==> src/rtl/alu_cmd_decoder.sv <==
// ---------------------------------------------------------------------------
// alu_cmd_decoder
//   Registered decode stage between instruction fetch and the execute-stage
//   ALU. Each accepted 32-bit instruction is translated into a 4-bit ALU
//   command plus operand-select, writeback and memory-control fields. These
//   are held in a single-entry output register with valid/ready handshakes on
//   both sides. Read-after-write hazards against in-flight destinations stall
//   the input, and a flush discards the held entry and the incoming one.
//
// Ports
//   clk, rst_n            rising-edge clock, synchronous active-low reset
//   in_valid/in_ready     fetch-side handshake
//   in_instr              [31:26] opcode, [25:21] rd, [20:16] rs1,
//                         [15:11] rs2, [15:0] imm16
//   flush                 drop the held entry and the incoming instruction
//   exe_wb_en/exe_dest    destination written by the EXE stage
//   mem_wb_en/mem_dest    destination written by the MEM stage
//   out_valid/out_ready   execute-side handshake
//   out_cmd..out_mem_wr   decoded entry
//   illegal_pulse         one cycle after an illegal opcode is accepted
//   illegal_count         saturating count of accepted illegal opcodes
// ---------------------------------------------------------------------------
module alu_cmd_decoder #(
    parameter int DATA_W = 32,
    parameter int CNT_W  = 8
) (
    input  logic              clk,
    input  logic              rst_n,
    input  logic              in_valid,
    input  logic [DATA_W-1:0] in_instr,
    output logic              in_ready,
    input  logic              flush,
    input  logic              exe_wb_en,
    input  logic [4:0]        exe_dest,
    input  logic              mem_wb_en,
    input  logic [4:0]        mem_dest,
    output logic              out_valid,
    input  logic              out_ready,
    output logic [3:0]        out_cmd,
    output logic [4:0]        out_rd,
    output logic [4:0]        out_src1,
    output logic [4:0]        out_src2,
    output logic [DATA_W-1:0] out_imm,
    output logic              out_imm_sel,
    output logic              out_wb_en,
    output logic              out_mem_rd,
    output logic              out_mem_wr,
    output logic              illegal_pulse,
    output logic [CNT_W-1:0]  illegal_count
);

    // Field extraction
    logic [5:0]        w_opcode;
    logic [4:0]        w_rd;
    logic [4:0]        w_rs1;
    logic [4:0]        w_rs2;
    logic [DATA_W-1:0] w_imm;

    assign w_opcode = in_instr[31:26];
    assign w_rd     = in_instr[25:21];
    assign w_rs1    = in_instr[20:16];
    assign w_rs2    = in_instr[15:11];
    assign w_imm    = {{(DATA_W-16){in_instr[15]}}, in_instr[15:0]};

    // Decoded fields for the instruction on in_instr
    logic [3:0] w_cmd;
    logic       w_wb_raw;
    logic       w_imm_sel;
    logic       w_mem_rd;
    logic       w_mem_wr;
    logic       w_use1;
    logic       w_use2;
    logic       w_src2_is_rd;
    logic       w_illegal;
    logic [4:0] w_src2;
    logic       w_wb_en;

    always_comb begin
        w_cmd        = 4'b0000;
        w_wb_raw     = 1'b0;
        w_imm_sel    = 1'b0;
        w_mem_rd     = 1'b0;
        w_mem_wr     = 1'b0;
        w_use1       = 1'b0;
        w_use2       = 1'b0;
        w_src2_is_rd = 1'b0;
        w_illegal    = 1'b0;
        case (w_opcode)
            6'h00: ;
            6'h01: begin w_cmd = 4'b0000; w_wb_raw = 1'b1; w_use1 = 1'b1; w_use2 = 1'b1; end
            6'h02: begin w_cmd = 4'b0010; w_wb_raw = 1'b1; w_use1 = 1'b1; w_use2 = 1'b1; end
            6'h03: begin w_cmd = 4'b0100; w_wb_raw = 1'b1; w_use1 = 1'b1; w_use2 = 1'b1; end
            6'h04: begin w_cmd = 4'b0101; w_wb_raw = 1'b1; w_use1 = 1'b1; w_use2 = 1'b1; end
            6'h05: begin w_cmd = 4'b0110; w_wb_raw = 1'b1; w_use1 = 1'b1; w_use2 = 1'b1; end
            6'h06: begin w_cmd = 4'b0111; w_wb_raw = 1'b1; w_use1 = 1'b1; w_use2 = 1'b1; end
            6'h07: begin w_cmd = 4'b1000; w_wb_raw = 1'b1; w_use1 = 1'b1; w_use2 = 1'b1; end
            6'h08: begin w_cmd = 4'b1001; w_wb_raw = 1'b1; w_use1 = 1'b1; w_use2 = 1'b1; end
            6'h09: begin w_cmd = 4'b1010; w_wb_raw = 1'b1; w_use1 = 1'b1; w_use2 = 1'b1; end
            6'h0A: begin w_cmd = 4'b1100; w_wb_raw = 1'b1; w_use2 = 1'b1; end
            6'h0B: begin w_cmd = 4'b1101; w_wb_raw = 1'b1; w_use1 = 1'b1; end
            6'h20: begin w_wb_raw = 1'b1; w_imm_sel = 1'b1; w_use1 = 1'b1; end
            6'h21: begin w_wb_raw = 1'b1; w_imm_sel = 1'b1; w_mem_rd = 1'b1; w_use1 = 1'b1; end
            // Store reads rd as its data register, so rd doubles as source 2
            6'h22: begin
                w_imm_sel    = 1'b1;
                w_mem_wr     = 1'b1;
                w_use1       = 1'b1;
                w_use2       = 1'b1;
                w_src2_is_rd = 1'b1;
            end
            default: w_illegal = 1'b1;   // decodes as NOP
        endcase
    end

    assign w_src2  = w_src2_is_rd ? w_rd : w_rs2;
    assign w_wb_en = w_wb_raw && (w_rd != 5'd0);

    // Output register
    logic              r_valid;
    logic [3:0]        r_cmd;
    logic [4:0]        r_rd;
    logic [4:0]        r_src1;
    logic [4:0]        r_src2;
    logic [DATA_W-1:0] r_imm;
    logic              r_imm_sel;
    logic              r_wb_en;
    logic              r_mem_rd;
    logic              r_mem_wr;
    logic              r_pulse;
    logic [CNT_W-1:0]  r_count;

    // The held entry stops being a hazard in the cycle it is consumed
    logic w_leaving;
    assign w_leaving = r_valid && out_ready;

    function automatic logic src_hazard(
        input logic [4:0] s,
        input logic       exe_en,
        input logic [4:0] exe_d,
        input logic       mem_en,
        input logic [4:0] mem_d,
        input logic       held_wb,
        input logic [4:0] held_rd
    );
        return (s != 5'd0) &&
               ((exe_en && (exe_d == s)) ||
                (mem_en && (mem_d == s)) ||
                (held_wb && (held_rd == s)));
    endfunction

    function automatic logic [CNT_W-1:0] sat_inc(input logic [CNT_W-1:0] v);
        return (&v) ? v : v + 1'b1;
    endfunction

    logic w_held_wb;
    logic w_hazard;
    logic w_accept;

    assign w_held_wb = r_valid && r_wb_en && !w_leaving;
    assign w_hazard  =
        (w_use1 && src_hazard(w_rs1,  exe_wb_en, exe_dest, mem_wb_en, mem_dest, w_held_wb, r_rd)) ||
        (w_use2 && src_hazard(w_src2, exe_wb_en, exe_dest, mem_wb_en, mem_dest, w_held_wb, r_rd));

    assign in_ready = flush || (!w_hazard && (!r_valid || out_ready));
    assign w_accept = in_valid && in_ready && !flush;

    always_ff @(posedge clk) begin
        if (!rst_n) begin
            r_valid   <= 1'b0;
            r_cmd     <= '0;
            r_rd      <= '0;
            r_src1    <= '0;
            r_src2    <= '0;
            r_imm     <= '0;
            r_imm_sel <= 1'b0;
            r_wb_en   <= 1'b0;
            r_mem_rd  <= 1'b0;
            r_mem_wr  <= 1'b0;
            r_pulse   <= 1'b0;
            r_count   <= '0;
        end else begin
            r_pulse <= 1'b0;
            if (flush) begin
                r_valid <= 1'b0;
            end else if (w_accept) begin
                r_valid   <= 1'b1;
                r_cmd     <= w_cmd;
                r_rd      <= w_rd;
                r_src1    <= w_rs1;
                r_src2    <= w_src2;
                r_imm     <= w_imm;
                r_imm_sel <= w_imm_sel;
                r_wb_en   <= w_wb_en;
                r_mem_rd  <= w_mem_rd;
                r_mem_wr  <= w_mem_wr;
                if (w_illegal) begin
                    r_pulse <= 1'b1;
                    r_count <= sat_inc(r_count);
                end
            end else if (w_leaving) begin
                r_valid <= 1'b0;
            end
        end
    end

    assign out_valid     = r_valid;
    assign out_cmd       = r_cmd;
    assign out_rd        = r_rd;
    assign out_src1      = r_src1;
    assign out_src2      = r_src2;
    assign out_imm       = r_imm;
    assign out_imm_sel   = r_imm_sel;
    assign out_wb_en     = r_wb_en;
    assign out_mem_rd    = r_mem_rd;
    assign out_mem_wr    = r_mem_wr;
    assign illegal_pulse = r_pulse;
    assign illegal_count = r_count;

endmodule
==> config.mk <==
export PLATFORM = sky130hd
export DESIGN_NAME = alu_cmd_decoder
export DESIGN_NICKNAME = d
export VERILOG_FILES = /design/src/rtl/alu_cmd_decoder.sv
export SDC_FILE = /design/constraint.sdc
export NUM_CORES = 1
export LEC_CHECK = 0
export CAP_MARGIN = 15
export CORE_MARGIN = 4
export CORE_UTILIZATION = 44
export DETAILED_ROUTE_END_ITERATION = 7
export PLACE_DENSITY = 0.84
export RECOVER_POWER = 25
export SLEW_MARGIN = 20
export SYNTH_ARGS = -nofsm -noshare
export SYNTH_HDL_FRONTEND = slang
export SYNTH_SLANG_ARGS = --single-unit
==> constraint.sdc <==
create_clock -name clk -period 6.65 [get_ports clk]
set_clock_uncertainty 0.05 [all_clocks]
set_input_delay 0.665 -clock clk [delete_from_list [all_inputs] [get_ports clk]]
set_output_delay 0.665 -clock clk [all_outputs]
set_load 0.03 [all_outputs]
* Word-level counts from Yosys, hierarchy flattened *
Index checks and enable logic that the tools add are counted.

storage, ports and cells
  output and inout port bits = 66
  logic and storage cells = 92
  bits in registers = 49

operators by class
  add/subtract/negate cells = 1
  reduce and logical (&&, ||, !) cells = 43
  eq/ne operators = 20
  multiplexer cells = 11
  bitwise operators = 5

operator list
  operator                                                                count
  4-bit case mux with 10 select lines                                     1
  5-bit equality test                                                     6
  13-bit OR reduction                                                     2
  6-bit by 3-bit equality test with 1-bit output (second input constant)  4
  6-bit by 4-bit equality test with 1-bit output (second input constant)  4
  6-bit equality test (second input constant)                             3
  1-bit logical AND                                                       17
  5-bit nonzero test                                                      3
  15-bit OR reduction                                                     1
  6-bit by 2-bit equality test with 1-bit output (second input constant)  2
  11-bit OR reduction                                                     1
  1-bit 2-to-1 mux                                                        9
  8-bit by 1-bit adder with 8-bit output (second input constant)          1
  8-bit AND reduction                                                     1
  1-bit logical OR                                                        7
  6-bit by 1-bit equality test with 1-bit output (second input constant)  1
  6-bit logical NOT                                                       1
  3-bit OR reduction                                                      2
  5-bit 2-to-1 mux                                                        1
  1-bit inverter                                                          5
  1-bit logical NOT                                                       4
  4-bit AND reduction                                                     1
  2-bit AND reduction                                                     1
  2-bit nonzero test                                                      1
  2-bit OR reduction                                                      1

* Logic depth before layout (Yosys ltp) *
  depth after elaboration = 17
  gate-level depth with buffers = 11
  mapped depth without buffers = 7

* Worst setup path before layout *
Ideal clock, no wire load.

  kind = input -> output
  start point = input port in_instr[28]
  end point = output port in_ready
  arrival = 2.778 ns
  required time = 5.935 ns
  stages on the path = 8
  buffers on the path = 2
  setup slack = 3.157 ns
  path through = or4b_1 > clkbuf_2 > o21ai_0 > a311o_1 > nor4_1 > o2111a_2 > clkbuf_1 > o21bai_1

on the way
  longest elaborated chain between the ends = 13
  elaborated cells between the ends (all ways) = 36

ends and longest elaborated chain
  element                                        RTL line  RTL
  from (decl)                                    30        input logic [DATA_W-1:0] in_instr,
  6-bit equality test                            88        case (w_opcode)
  1-bit 2-to-1 mux                               88
  5-bit 2-to-1 mux                               115       assign w_src2 = w_src2_is_rd ? w_rd : w_rs2;
  5-bit equality test, on equally long branches  146, 147
  1-bit logical AND, on equally long branches    146, 147
  1-bit logical OR                               146       ((exe_en && (exe_d == s)) ||
  1-bit logical OR                               147       (mem_en && (mem_d == s)) ||
  1-bit logical AND                              145       return (s != 5'd0) &&
  1-bit logical AND                              162       (w_use2 && src_hazard(w_src2, exe_wb_en, exe_dest, mem_wb_en, mem_dest, w_held_wb, r_rd));
  1-bit logical OR (*)                           161       (w_use1 && src_hazard(w_rs1, exe_wb_en, exe_dest, mem_wb_en, mem_dest, w_held_wb, r_rd)) ||
  1-bit logical NOT (*)                          164       assign in_ready = flush || (!w_hazard && (!r_valid || out_ready));
  1-bit logical AND (*)                          164
  1-bit logical OR (*)                           164
  to (decl)                                      31        output logic in_ready,

Mark *: on every way between the ends. The rest lies on a longest branch, timed or not.

* Final worst setup path *
  start point = input port in_instr[29]
  end point = output port in_ready

The elaborated chain is that of the path after synthesis.

==> run summary <==
Entering global routing, the biggest net connects 45 pins. Setup violations remaining at the end of the flow were counted as 0. Broken down by cell family, the worst path's largest delay share belongs to simple AND/OR/NAND/NOR gates. Summing every instance area after synthesis gives 0.002932 mm2.

The initial antenna violation count was 0; the register area was 980.9 um2. Once the clock tree was built, the resizer swapped 0 gates to a different size. The logs give 1.613 ns for the worst slack at placement and 47 for the number of distinct library cells after synthesis. Summing the sequential cell areas from Yosys gives 33.46% of the chip area.

The number of max-slew violations in the final report was 0. Area inside the core boundary: 0.006422 mm2. On the critical path, the stage with the largest delay is an instance of sky130_fd_sc_hd__nor4b_4.

The logs give 519 for the total instance count after detailed placement and 5 for the number of buffers created by CTS. The flop and latch count out of synthesis came out at 49. The critical path starts at in_instr[29].

The H-tree was split into 2 levels. In this run the critical register-to-register path is launched from out_rd[3]. Across the run, the number of max-cap violations was 0.

The clock drives 49 sinks. At the end of routability-driven placement, the weighted congestion stood at 0.9221. The flip-flop cell with the highest count after synthesis was sky130_fd_sc_hd__dfxtp_1. The critical path class was input port to output port. Traced cell by cell, the critical path runs through clkdlybuf4s50_1 > nor4b_4 > nand2_1 > a311o_1 > nor4_1 > o2111a_2 > o21bai_1 > clkdlybuf4s50_1. The detail-routed net length per standard cell works out to 16.69 um. Synthesis produced a netlist with a net count of 416. Summed over all nets, the half-perimeter wirelength after detailed placement is 6494 um. The first detailed-routing pass took 4 iterations. The tools report the sort of element at the end of the critical path as an output port. The layout has 577 filler cells. The startpoint identified for the worst hold timing path is out_imm[13].

The critical path runs through a total of 8 cells. Clock-pin slew was measured on the worst setup and hold paths at 0.09 ns. The number of vias per cell was 5.670.

The final route contains 2988 vias. The number of buffers added on ports was 114; the tightest slew margin relative to the limit was 31.88%. The total power divided by cell area came out at 168.2 mW/mm2. The cell that appears most often on the critical path is sky130_fd_sc_hd__clkdlybuf4s50_1. The post-route netlist has 3.333% of its cells at a drive strength greater than 1. The flow ran to the end, and the final reports show no timing, DRC or antenna violations. Largest stage delay on the critical path: 0.97 ns. For the final routed database, the setup TNS stands at 0 ns. The logs give 13660 um for the global-route wire length before repair and 0 for the number of nets still failing antenna checks after routing. The floorplan has 29 rows. Total power for the finished layout comes to 0.6809 mW.

The floorplan die area was 0.008033 mm2. Final number of hold-violating endpoints: 0. TritonCTS built the clock tree.

The overall routing resource usage was 21.46%. The maximum net fanout on the critical path is 24. Actual transition at the worst max-transition pin: 1.017 ns. Counting both buffers and inverters, the worst setup path holds a total of 2. For the finished layout, the period the worst path requires is 5.073 ns. The width of the die came out at 89.63 um. The finished layout holds 527 standard cells, fillers aside. Once the clock tree was built, the setup fixing pass inserted 0 buffers.

The run gives 4.36 ns as the critical path arrival. Compared with the post-synthesis result, the final layout area differs by 38.07%. Logic depth of the worst register-to-register path: 7. The flop-to-flop setup slack is 3.91 ns, and the endpoint required time on the critical path is 5.93 ns.

The later pin in the worst-skew pair is clocked with a latency of 0.30 ns. The maximum vdd drop was 0.1068 mV. The global route total overflow was 0; the number of standard cells after synthesis was 366. The multi-input gate area in the final layout was 0.001710 mm2; the post-synthesis average cell area was 8.010 um2.

Buffers inserted to repair hold after CTS numbered 0. The library cell used as clock root buffer was sky130_fd_sc_hd__clkbuf_8. In this run the worst setup path terminates at in_ready. For the number of placed I/O pins, the log shows 115. Setup repair after global routing left no endpoint under its margin.

The share of the core filled with cells is 63.02%, and the number of warning messages in the yosys log is 0. The final layout contains routed wiring with a total length of 8796 um. Derived from the worst setup path, the maximum achievable clock frequency is 197.1 MHz.

The worst register-to-register path ends at out_src2[3]. After layout, the worst path uses 76.29% of the clock period. The net count of the finished layout is 499.

Once the floorplan was initialized, standard cells occupied 45.65% of the core. The kind of start point of the critical path is an input port. Across all setup checks in the final design, the least slack found is 1.577 ns. For the starting DRC count in detailed routing, the log shows 191. The analysis attributes to cell leakage a power of 1.490 nW. Yosys mapped a number of flops with a built-in enable equal to 0. Counting flops with an async set or reset pin after synthesis yields a share of 0%.

The number of antenna diodes in the final layout is 0. For the number of global-route vias before repair, the log shows 2812. The type of the tightest min-delay check was flip-flop to flip-flop. The clock passes through at most 2 buffers. The height of the die works out to 89.63 um. For this run, design rule violations remaining after detail routing come to 0.
how the worst min path moves through the flow:
stage / to / cells after the start
2_1_floorplan: out_cmd[0] / 2
4_1_cts: out_imm[13] / 2
3_5_place_dp: out_imm[10] / 2
5_1_grt: out_imm[13] / 2
6_report: out_imm[13] / 2
3_3_place_gp: out_imm[4] / 2
cells in the final DEF (no fill, tap or decap), types with 5 or more instances in the layout:
master,instances
sky130_fd_sc_hd__nor2_1,14
sky130_fd_sc_hd__xor2_1,17
sky130_fd_sc_hd__nand2_1,59
sky130_fd_sc_hd__o21ai_0,27
sky130_fd_sc_hd__mux2i_1,24
sky130_fd_sc_hd__a21oi_1,32
sky130_fd_sc_hd__xnor2_1,7
sky130_fd_sc_hd__a211oi_1,7
sky130_fd_sc_hd__clkdlybuf4s50_1,86
sky130_fd_sc_hd__clkbuf_8,6
sky130_fd_sc_hd__dfxtp_1,49
sky130_fd_sc_hd__nand2b_1,8
sky130_fd_sc_hd__a311oi_1,7
sky130_fd_sc_hd__and3_1,5
sky130_fd_sc_hd__dlygate4sd3_1,28
sky130_fd_sc_hd__nand3_1,16
power breakdown:
group          switching (mW)  leakage, nW  internal [mW]
registers             0.00810        0.399          0.305
clock network           0.102       0.0512         0.0845
logic                   0.102         1.04         0.0790
Yosys cell counts (2+ instances only):
master | number | area share [%]
sky130_fd_sc_hd__buf_6 | 2 | 0.77
sky130_fd_sc_hd__o21a_1 | 2 | 0.51
sky130_fd_sc_hd__mux2i_1 | 24 | 8.2
sky130_fd_sc_hd__a31oi_1 | 4 | 0.85
sky130_fd_sc_hd__a311o_1 | 2 | 0.68
sky130_fd_sc_hd__nand4_1 | 4 | 0.85
sky130_fd_sc_hd__and3b_1 | 2 | 0.60
sky130_fd_sc_hd__o22ai_1 | 2 | 0.43
sky130_fd_sc_hd__buf_4 | 19 | 4.9
sky130_fd_sc_hd__a32oi_1 | 2 | 0.60
sky130_fd_sc_hd__a21oi_1 | 32 | 5.5
sky130_fd_sc_hd__or4_1 | 4 | 1.0
sky130_fd_sc_hd__o21ai_0 | 27 | 4.6
sky130_fd_sc_hd__xor2_1 | 17 | 5.1
sky130_fd_sc_hd__nand3_1 | 16 | 2.7
sky130_fd_sc_hd__nand2b_1 | 8 | 1.7
sky130_fd_sc_hd__clkbuf_1 | 15 | 1.9
sky130_fd_sc_hd__xnor2_1 | 7 | 2.1
sky130_fd_sc_hd__buf_2 | 2 | 0.34
sky130_fd_sc_hd__a311oi_1 | 7 | 2.1
sky130_fd_sc_hd__nor2_1 | 15 | 1.9
sky130_fd_sc_hd__nor3_1 | 2 | 0.34
sky130_fd_sc_hd__dfxtp_1 | 49 | 33
sky130_fd_sc_hd__nor4_1 | 4 | 0.85
sky130_fd_sc_hd__nand2_1 | 59 | 7.6
sky130_fd_sc_hd__a211oi_1 | 7 | 1.8
sky130_fd_sc_hd__and3_1 | 5 | 1.1
sky130_fd_sc_hd__o21bai_1 | 2 | 0.51
sky130_fd_sc_hd__and4_1 | 4 | 1.2
sky130_fd_sc_hd__o21ai_1 | 3 | 0.51
sky130_fd_sc_hd__or3_1 | 2 | 0.43
metrics by stage:
stage | hold WS (ns) | area, um2
6_report | 0.4079 | 4048
3_3_place_gp | 0.3912 | 3951
4_1_cts | 0.4130 | 4048
5_1_grt | 0.4241 | 4048
3_5_place_dp | 0.3968 | 3951
2_1_floorplan | 0.5327 | 2932
registers in the layout, summed over array words and instances, names as in the netlist, 4 cells and up:
register,count
out_rd,5
illegal_count,8
out_src2,5
out_src1,5
out_imm,16
out_cmd,4
cell families (layout without fill, tap and decap cells):
logic type                 after synthesis  in the layout  share of synthesized area (%)
AOI/OAI and AO/OA                       94             94                          19.42
xor gates and xnor gates                24             24                          7.170
adders and majority gates                1              1                         0.4267
buffers and inverters                   42            126                          8.450
DFF                                     49             49                          33.46
muxes                                   24             24                          8.195
and+or+nand+nor                        132            132                          22.88
final cells by class:
cell class	instances	area share (%)
sequential	49	24.23
inverter	2	0.1855
clock inverter	2	0.3400
tap	77	2.380
clock buffer	6	2.040
multi-input combinational	275	42.26
timing repair buffer	116	28.56
worst reg2reg max path, cell delays in order (launching register included):
cell                       delay (ns)
sky130_fd_sc_hd__dfxtp_1         0.34
sky130_fd_sc_hd__xor2_1          0.14
sky130_fd_sc_hd__nor4_1          0.28
sky130_fd_sc_hd__nand3_1         0.12
sky130_fd_sc_hd__and3_1          0.23
sky130_fd_sc_hd__o21bai_1        0.72
sky130_fd_sc_hd__nor2_4          0.38
sky130_fd_sc_hd__a311oi_1        0.37
layer usage:
layer	part of all wire (%)	track usage, %	vias up
li1	-	-	1464
met1	43	28.32	1403
met2	48	35.24	106
met3	7.7	4.106	15
met4	1.7	7.037	0
met5	0	0	-
No activity file was read; power rests on OpenSTA's default activity.
